$ cat src/rtl/alu_writeback.sv
// ALU writeback stage: registers ALU results into the single register-file write port and holds the CZVN flag register.
// Optional build macro ALU_WB_BYPASS_EN exports same-cycle forwarding ports (fwd_valid/fwd_addr/fwd_data/fwd_pend_hi).
module alu_writeback #(
    parameter int N = 16,
    parameter int A = 3
) (
    input  logic         clk,
    input  logic         reset,
    input  logic         in_valid,
    output logic         in_ready,
    input  logic [N-1:0] y,
    input  logic [N-1:0] yhigh,
    input  logic         co,
    input  logic         zero,
    input  logic         overflow,
    input  logic         negative,
    input  logic         use32bit,
    input  logic [A-1:0] dest,
    input  logic         flags_we,
    input  logic         flush,
    output logic         rf_we,
    output logic [A-1:0] rf_waddr,
    output logic [N-1:0] rf_wdata,
    output logic         flag_c,
    output logic         flag_z,
    output logic         flag_v,
    output logic         flag_n
`ifdef ALU_WB_BYPASS_EN
    ,
    output logic         fwd_valid,
    output logic [A-1:0] fwd_addr,
    output logic [N-1:0] fwd_data,
    output logic         fwd_pend_hi
`endif
);

    localparam logic [1:0] IDLE  = 2'd0;
    localparam logic [1:0] WR_LO = 2'd1;
    localparam logic [1:0] WR_HI = 2'd2;

    logic [1:0]   state_r;
    logic [1:0]   state_nxt_s;
    logic         pend32_r;
    logic         pend32_nxt_s;
    logic [N-1:0] hi_data_r;
    logic [N-1:0] hi_data_nxt_s;
    logic [A-1:0] hi_addr_r;
    logic [A-1:0] hi_addr_nxt_s;
    logic         we_nxt_s;
    logic [A-1:0] waddr_nxt_s;
    logic [N-1:0] wdata_nxt_s;
    logic         accept_s;
    logic         load_s;

    // High word of a 32-bit pair targets dest+1, wrapping modulo 2^A.
    function automatic logic [A-1:0] next_addr(input logic [A-1:0] a);
        return a + {{(A-1){1'b0}}, 1'b1};
    endfunction

    assign in_ready = !flush && !((state_r == WR_LO) && pend32_r);
    assign accept_s = in_valid && in_ready;

    // Next-state and next write-port values.
    always_comb begin
        state_nxt_s   = IDLE;
        pend32_nxt_s  = pend32_r;
        hi_data_nxt_s = hi_data_r;
        hi_addr_nxt_s = hi_addr_r;
        we_nxt_s      = 1'b0;
        waddr_nxt_s   = rf_waddr;
        wdata_nxt_s   = rf_wdata;
        load_s        = 1'b0;
        if (flush) begin
            state_nxt_s  = IDLE;
            pend32_nxt_s = 1'b0;
        end else begin
            case (state_r)
                WR_LO: begin
                    if (pend32_r) begin
                        state_nxt_s  = WR_HI;
                        we_nxt_s     = 1'b1;
                        waddr_nxt_s  = hi_addr_r;
                        wdata_nxt_s  = hi_data_r;
                        pend32_nxt_s = 1'b0;
                    end else begin
                        load_s = accept_s;
                    end
                end
                IDLE, WR_HI: begin
                    load_s = accept_s;
                end
                default: begin
                    state_nxt_s  = IDLE;
                    pend32_nxt_s = 1'b0;
                end
            endcase
            if (load_s) begin
                state_nxt_s   = WR_LO;
                we_nxt_s      = 1'b1;
                waddr_nxt_s   = dest;
                wdata_nxt_s   = y;
                pend32_nxt_s  = use32bit;
                hi_data_nxt_s = yhigh;
                hi_addr_nxt_s = next_addr(dest);
            end else begin
                hi_data_nxt_s = hi_data_r;
            end
        end
    end

    // Sequencer state and registered write port.
    always_ff @(posedge clk or posedge reset) begin
        if (reset) begin
            state_r   <= IDLE;
            pend32_r  <= 1'b0;
            hi_data_r <= {N{1'b0}};
            hi_addr_r <= {A{1'b0}};
            rf_we     <= 1'b0;
            rf_waddr  <= {A{1'b0}};
            rf_wdata  <= {N{1'b0}};
        end else begin
            state_r   <= state_nxt_s;
            pend32_r  <= pend32_nxt_s;
            hi_data_r <= hi_data_nxt_s;
            hi_addr_r <= hi_addr_nxt_s;
            rf_we     <= we_nxt_s;
            rf_waddr  <= waddr_nxt_s;
            rf_wdata  <= wdata_nxt_s;
        end
    end

    // Architectural flag register, updated once per accepted result.
    always_ff @(posedge clk or posedge reset) begin
        if (reset) begin
            flag_c <= 1'b0;
            flag_z <= 1'b0;
            flag_v <= 1'b0;
            flag_n <= 1'b0;
        end else if (accept_s && flags_we) begin
            flag_c <= co;
            flag_z <= zero;
            flag_v <= overflow;
            flag_n <= negative;
        end else begin
            flag_c <= flag_c;
            flag_z <= flag_z;
            flag_v <= flag_v;
            flag_n <= flag_n;
        end
    end

`ifdef ALU_WB_BYPASS_EN
    assign fwd_valid   = rf_we;
    assign fwd_addr    = rf_waddr;
    assign fwd_data    = rf_wdata;
    assign fwd_pend_hi = (state_r == WR_LO) && pend32_r;
`endif

endmodule

$ cat config.mk
export PLATFORM = sky130hd
export DESIGN_NAME = alu_writeback
export DESIGN_NICKNAME = d
export VERILOG_FILES = /design/src/rtl/alu_writeback.sv
export SDC_FILE = /design/constraint.sdc
export NUM_CORES = 1
export LEC_CHECK = 0
export BUFFER_PORTS_ARGS = -buffer_cell sky130_fd_sc_hd__buf_4
export CORE_ASPECT_RATIO = 1.1
export CORE_UTILIZATION = 45
export DETAILED_ROUTE_END_ITERATION = 12
export PLACE_DENSITY = 0.73
export SETUP_SLACK_MARGIN = 0.15
export SYNTH_ARGS = -nofsm -noshare
export SYNTH_HDL_FRONTEND = slang
export SYNTH_SLANG_ARGS = --single-unit
$ cat constraint.sdc
create_clock -name clk -period 2.95 [get_ports clk]
set_input_delay 0.295 -clock clk [delete_from_list [all_inputs] [get_ports clk]]
set_output_delay 0.295 -clock clk [all_outputs]
set_load 0.01 [all_outputs]
# After elaboration in Yosys (flattened, before gate mapping)

Cells that the tools add are included.

Output and inout port bits: 25
Register bits: 46
Latch bits: 0
Logic and storage cells: 48
Memories kept: 0
Memory bits (read-only): 0
Memory bits (writable): 0

Equality and inequality tests: 3
$lt $le $gt $ge: 0
Shifts and indexed selects: 0
Reduce and logical (&&, ||, !) cells: 12
Add/sub/neg operators: 1
$mul: 0
Div/mod/pow operators: 0
Muxes and demuxes: 20
Bitwise logic cells: 1

Operator list:

| operator                                                         | number |
|---|---|
| 16-bit 2-to-1 mux                                                | 3 |
| 1-bit 2-to-1 mux                                                 | 9 |
| 3-bit 2-to-1 mux                                                 | 3 |
| 2-bit 2-to-1 mux                                                 | 4 |
| 1-bit logical AND                                                | 4 |
| 2-bit nonzero test                                               | 2 |
| 3-bit by 1-bit adder with 3-bit output (second input constant)   | 1 |
| 3-bit != test (second input constant)                            | 1 |
| 3-bit AND reduction                                              | 1 |
| 2-bit by 1-bit == test with 1-bit output (second input constant) | 1 |
| 2-bit == test (second input constant)                            | 1 |
| 1-bit zero test                                                  | 2 |
| 2-bit zero test                                                  | 1 |
| 1-bit case mux with 2 select lines                               | 1 |
| 2-bit AND reduction                                              | 1 |
| 2-bit OR reduction                                               | 1 |
| 1-bit inverter                                                   | 1 |

# Logic depth before layout (Yosys ltp)

Word-level depth: 10
Mapped depth: 5
Depth with buffers taken out: 3

# Worst setup path before layout

OpenSTA, ideal clock, no wires.

Path type: register to register
Start: register state_r[1]
End: register flag_c
Slack: 1664 ps
Stages on the path, launching flop included: 5
Buffers on the path: 1
Data arrival time: 1160 ps
Period minus slack after synthesis: 1286 ps
Path through: dfrtp_1 > nand3b_1 > and3_1 > buf_2 > mux2_4

Longest elaborated chain between the ends: 6

RTL lines:

| what                                     | line | text |
|---|---|---|
| start: declaration                       | 41   | `logic [1:0] state_r;` |
| start signal: assignment                 | 122  | `state_r <= state_nxt_s;` |
| 2-bit by 1-bit == test with 1-bit output | 60   | `assign in_ready = !flush && !((state_r == WR_LO) && pend32_r);` |
| 1-bit logical AND                        | 60   |  |
| 1-bit zero test                          | 60   |  |
| 1-bit logical AND                        | 60   |  |
| 1-bit logical AND                        | 61   | `assign accept_s = in_valid && in_ready;` |
| 1-bit logical AND                        | 139  | `end else if (accept_s && flags_we) begin` |
| end signal: assignment                   | 140  | `flag_c <= co;` |
| end signal: assignment                   | 145  | `flag_c <= flag_c;` |
| end: declaration                         | 24   | `output logic flag_c,` |

No other way between the ends.
A chain may end at the register's enable or synchronous reset.

# Worst setup path after layout

Start: register pend32_r
End: register rf_waddr[1]

Longest elaborated chain between the ends: 9
Elaborated cells on any way between the ends: 11

RTL lines:

| what                               | line | text |
|---|---|---|
| start: declaration                 | 43   | `logic pend32_r;` |
| start signal: assignment           | 123  | `pend32_r <= pend32_nxt_s;` |
| 1-bit logical AND                  | 60   |  |
| 1-bit zero test                    | 60   |  |
| 1-bit logical AND                  | 60   |  |
| 1-bit logical AND                  | 61   |  |
| 1-bit 2-to-1 mux                   | 79   | `if (pend32_r) begin` |
| 1-bit case mux with 2 select lines | 77   | `case (state_r)` |
| 1-bit 2-to-1 mux                   | 73   | `if (flush) begin` |
| 2-bit nonzero test (no line)       | n/a  |  |
| 3-bit AND reduction (no line)      | n/a  |  |
| end signal: assignment             | 119  | `rf_waddr <= {A{1'b0}};` |
| end signal: assignment             | 127  | `rf_waddr <= waddr_nxt_s;` |
| end: declaration                   | 22   | `output logic [A-1:0] rf_waddr,` |

Several ways; a longest one is shown, not always the timed one. The select of a mux whose other input is x is not followed.

==> key figures <==
Status
  • Status: finished clean

Worst setup path
  • Req. time, crit path: 3120 ps
  • Critical-path cell list: a21oi_2, nor2_2, a2bb2oi_1
  • Crit-path leading delay family: compound AO/OA/AOI/OAI gates
  • Setup crit start: pend32_r$_DFFE_PP0P_
  • WP buf/inv: 0
  • Crit-path max FO: 20
  • Crit. End Element: flop
  • Critical path class: reg2reg
  • CP peak stage delay: 730 ps
  • WP data arrival: 2070 ps
  • Crit start category: flop
  • Worst path slowest cell: a21oi_2
  • Worst r2r src: pend32_r$_DFFE_PP0P_

CTS
  • Post-CTS Setup Bufs: 0
  • Post-CTS Resized: 0
  • Clock Latency Late Sink: 300 ps
  • Clk sinks: 46
  • Clock Path Buffers: 2
  • Num CTS Buffers: 5
  • Hold buffers post-CTS: 0
  • CTS tree: done
  • Clock root buffer master: clkbuf_8
  • Clk pin slew, worst setup/hold paths: 80 ps
  • Max H-tree Level: 2

Placement
  • Placed Cells: 289
  • Post-DP HPWL: 3210 µm
  • Final Wtd Congestion: 0.760
  • Number of port buffers: 69

Layout
  • Number of diodes: 0
  • Layout cell share with drive strength beyond 1: 0.368
  • Nets: 288
  • Final std cells w/o fill: 296
  • Area Growth Syn to Fin: 31.2%

STA
  • Count of final setup violators: 0
  • Max_slew headroom: 0.380
  • Final Cycle Share: 0.644
  • Max-slew violations: 0
  • Clk_skew: 12.3 ps
  • Setup TNS: 0 ps
  • Minimum clock period: 1900 ps
  • Worst slew pin tran: 929 ps
  • Highest achievable clock rate: 526 MHz
  • Final Hold Vio Count: 0
  • Hold slack: 189 ps
  • RSZ-0062 raised after global routing: false

Pwr
  • Peak supply drop: 0.437 mV
  • P_leak: 1.25 nW
  • Clk pwr share: 0.296
  • Switching Fraction: 0.253
  • Reg power frac: 0.486
  • Psw: 0.403 mW
  • Pwr dens: 599 nW/µm²
  • Combinational fraction of design power: 0.219
  • Internal Dissipation: 1.19 mW

Flow run
  • Max_cap viols: 0

Synth
  • Post-synth net total: 227
  • Syn. warnings: 0
  • Synth Register Bits: 46
  • Cell count after synthesis: 181
  • Synth cell types: 25
  • Mapped cell area: 2020 µm²
  • Syn Area/Cell: 11.2 µm²
  • Sequential fraction of the synthesis area: 0.569

Floorplan
  • Row count: 25
  • Core area: 4320 µm²
  • Die W: 66.0 µm
  • # IOs: 70
  • Die Height: 72.3 µm
  • Die area: 4770 µm²
  • Initial Util: 0.469

Global route
  • Initial antenna violation count: 0
  • Vias in the first global route: 1,578
  • Largest net degree at the start of global routing: 47
  • Tot GR Track Use: 0.217
  • First-pass GRT wire length: 7840 µm
  • Global route total overflow: 0

Routing
  • Post-route ant nets: 0
  • Final wirelength: 4860 µm
  • DR iter-0 viols: 128
  • Avg WL per Cell: 16.4 µm
  • DRT Pass-1 Iters: 4
  • DRC Markers: 0
  • Vias per inst: 5.74
  • Via Count: 1,700

Worst hold path
  • HP Start: flush
  • Worst Hold Class: in2reg
-- layout by cell type, fill, tap and decap left out --
| cell type | netlist | layout |
|---|---|---|
| ha_1 | 1 | 1 |
| a21o_1 | 1 | 1 |
| o21ai_2 | 0 | 1 |
| nor2b_1 | 2 | 1 |
| nor2_1 | 5 | 4 |
| nor2b_2 | 0 | 1 |
| dfrtp_1 | 46 | 46 |
| nand2_1 | 17 | 17 |
| a2bb2oi_1 | 19 | 19 |
| nor2_2 | 0 | 1 |
| buf_4 | 2 | 73 |
| nand3b_1 | 1 | 1 |
| a21oi_2 | 0 | 1 |
| nand3_1 | 17 | 17 |
| a311oi_1 | 19 | 19 |
| mux2_4 | 4 | 4 |
| o21a_1 | 1 | 1 |
| a21oi_1 | 3 | 2 |
| clkbuf_8 | 0 | 6 |
| a32oi_1 | 1 | 1 |
| nand2b_1 | 1 | 1 |
| bufinv_16 | 0 | 1 |
| and3_1 | 1 | 1 |
| o21ai_0 | 19 | 19 |
| inv_2 | 0 | 1 |
| o31ai_1 | 1 | 1 |
| xnor2_1 | 1 | 1 |
-- area by class of cell --
cell class | count | area [µm²]
fillers | 386 | 1660
flip-flops and latches | 46 | 1150
multi-input cells | 115 | 773
repair buffers | 73 | 548
clock buffers | 6 | 82.6
well taps | 54 | 67.6
clock inverters | 1 | 30.0
inverters | 1 | 3.75
-- power groups by stage --
| stage | combinational (mW) | sequential, mW | clock [mW] |
|---|---|---|---|
| after floorplan | 0.157 | 0.800 | 0 |
| after global placement | 0.344 | 0.782 | 0 |
| after detailed placement | 0.352 | 0.783 | 0 |
| after CTS | 0.352 | 0.772 | 0.481 |
| after global routing | 0.378 | 0.783 | 0.503 |
| final | 0.348 | 0.772 | 0.470 |
-- worst paths after layout --
kind / to / slack [ps] / cells after the start
worst max-delay path: rf_waddr[1]$_DFFE_PP0P_ / 1050 / 3
worst min register to register: hi_data_r[14]$_DFFE_PP0P_ / 510 / 2
max in group asynchronous: rf_wdata[3]$_DFFE_PP0P_ / 2160 / 2
min in group asynchronous: rf_waddr[0]$_DFFE_PP0P_ / 200 / 2
worst min-delay path: state_r[1]$_DFF_PP0_ / 190 / 2
worst max register to register: rf_waddr[1]$_DFFE_PP0P_ / 1050 / 3
-- cell usage after synthesis, drive strengths merged --
cell type	number	area, µm²
a2bb2oi	19	166
ha	1	12.5
nand2	17	63.8
a311oi	19	166
clkbuf	3	11.3
xnor2	1	8.76
nor2b	2	12.5
mux2	4	60.1
o21ai	20	100
and3	1	6.26
inv	1	3.75
nand3	17	85.1
a32oi	1	8.76
a21o	1	7.51
nand2b	1	6.26
nand3b	1	7.51
o21a	1	7.51
nor2	5	18.8
a21oi	3	15.0
o31ai	1	7.51
buf	16	97.6
dfrtp	46	1150
-- stage by stage --
stage | total power, mW | cell area, µm² | worst slack, ps | util
finish | 1.59 | 2660 | 1050 | 0.615
global route | 1.66 | 2660 | 931 | 0.615
CTS | 1.60 | 2660 | 1040 | 0.615
detailed placement | 1.13 | 2540 | 1050 | 0.589
global placement | 1.13 | 2540 | 1110 | 0.589
floorplan | 0.958 | 2020 | 1570 | -
-- sequential cells by signal, indices dropped and copies added (netlist names), 2 cells and up --
| signal | count |
|---|---|
| hi_data_r | 16 |
| state_r | 2 |
| rf_waddr | 3 |
| hi_addr_r | 3 |
| rf_wdata | 16 |
-- cells by family (layout without fill, tap and decap cells) --
group | after synthesis | after routing | synth area share
xor gates and xnor gates | 1 | 1 | 0.00433
and+or+nand+nor | 44 | 44 | 0.0989
muxes | 4 | 4 | 0.0297
DFF | 46 | 46 | 0.569
adders and majority gates | 1 | 1 | 0.00618
AOI/OAI and AO/OA | 65 | 65 | 0.237
buffers and inverters | 20 | 81 | 0.0556
-- layer usage --
metal	wire length, µm	part of all wire	track usage	up-vias
met5	0	0	0	-
met4	54	0.011	0.0567	0
met3	279	0.057	0.0487	6
met2	2340	0.48	0.348	60
met1	2190	0.45	0.298	832
li1	-	-	-	802
(Power assumes the default switching activity.)
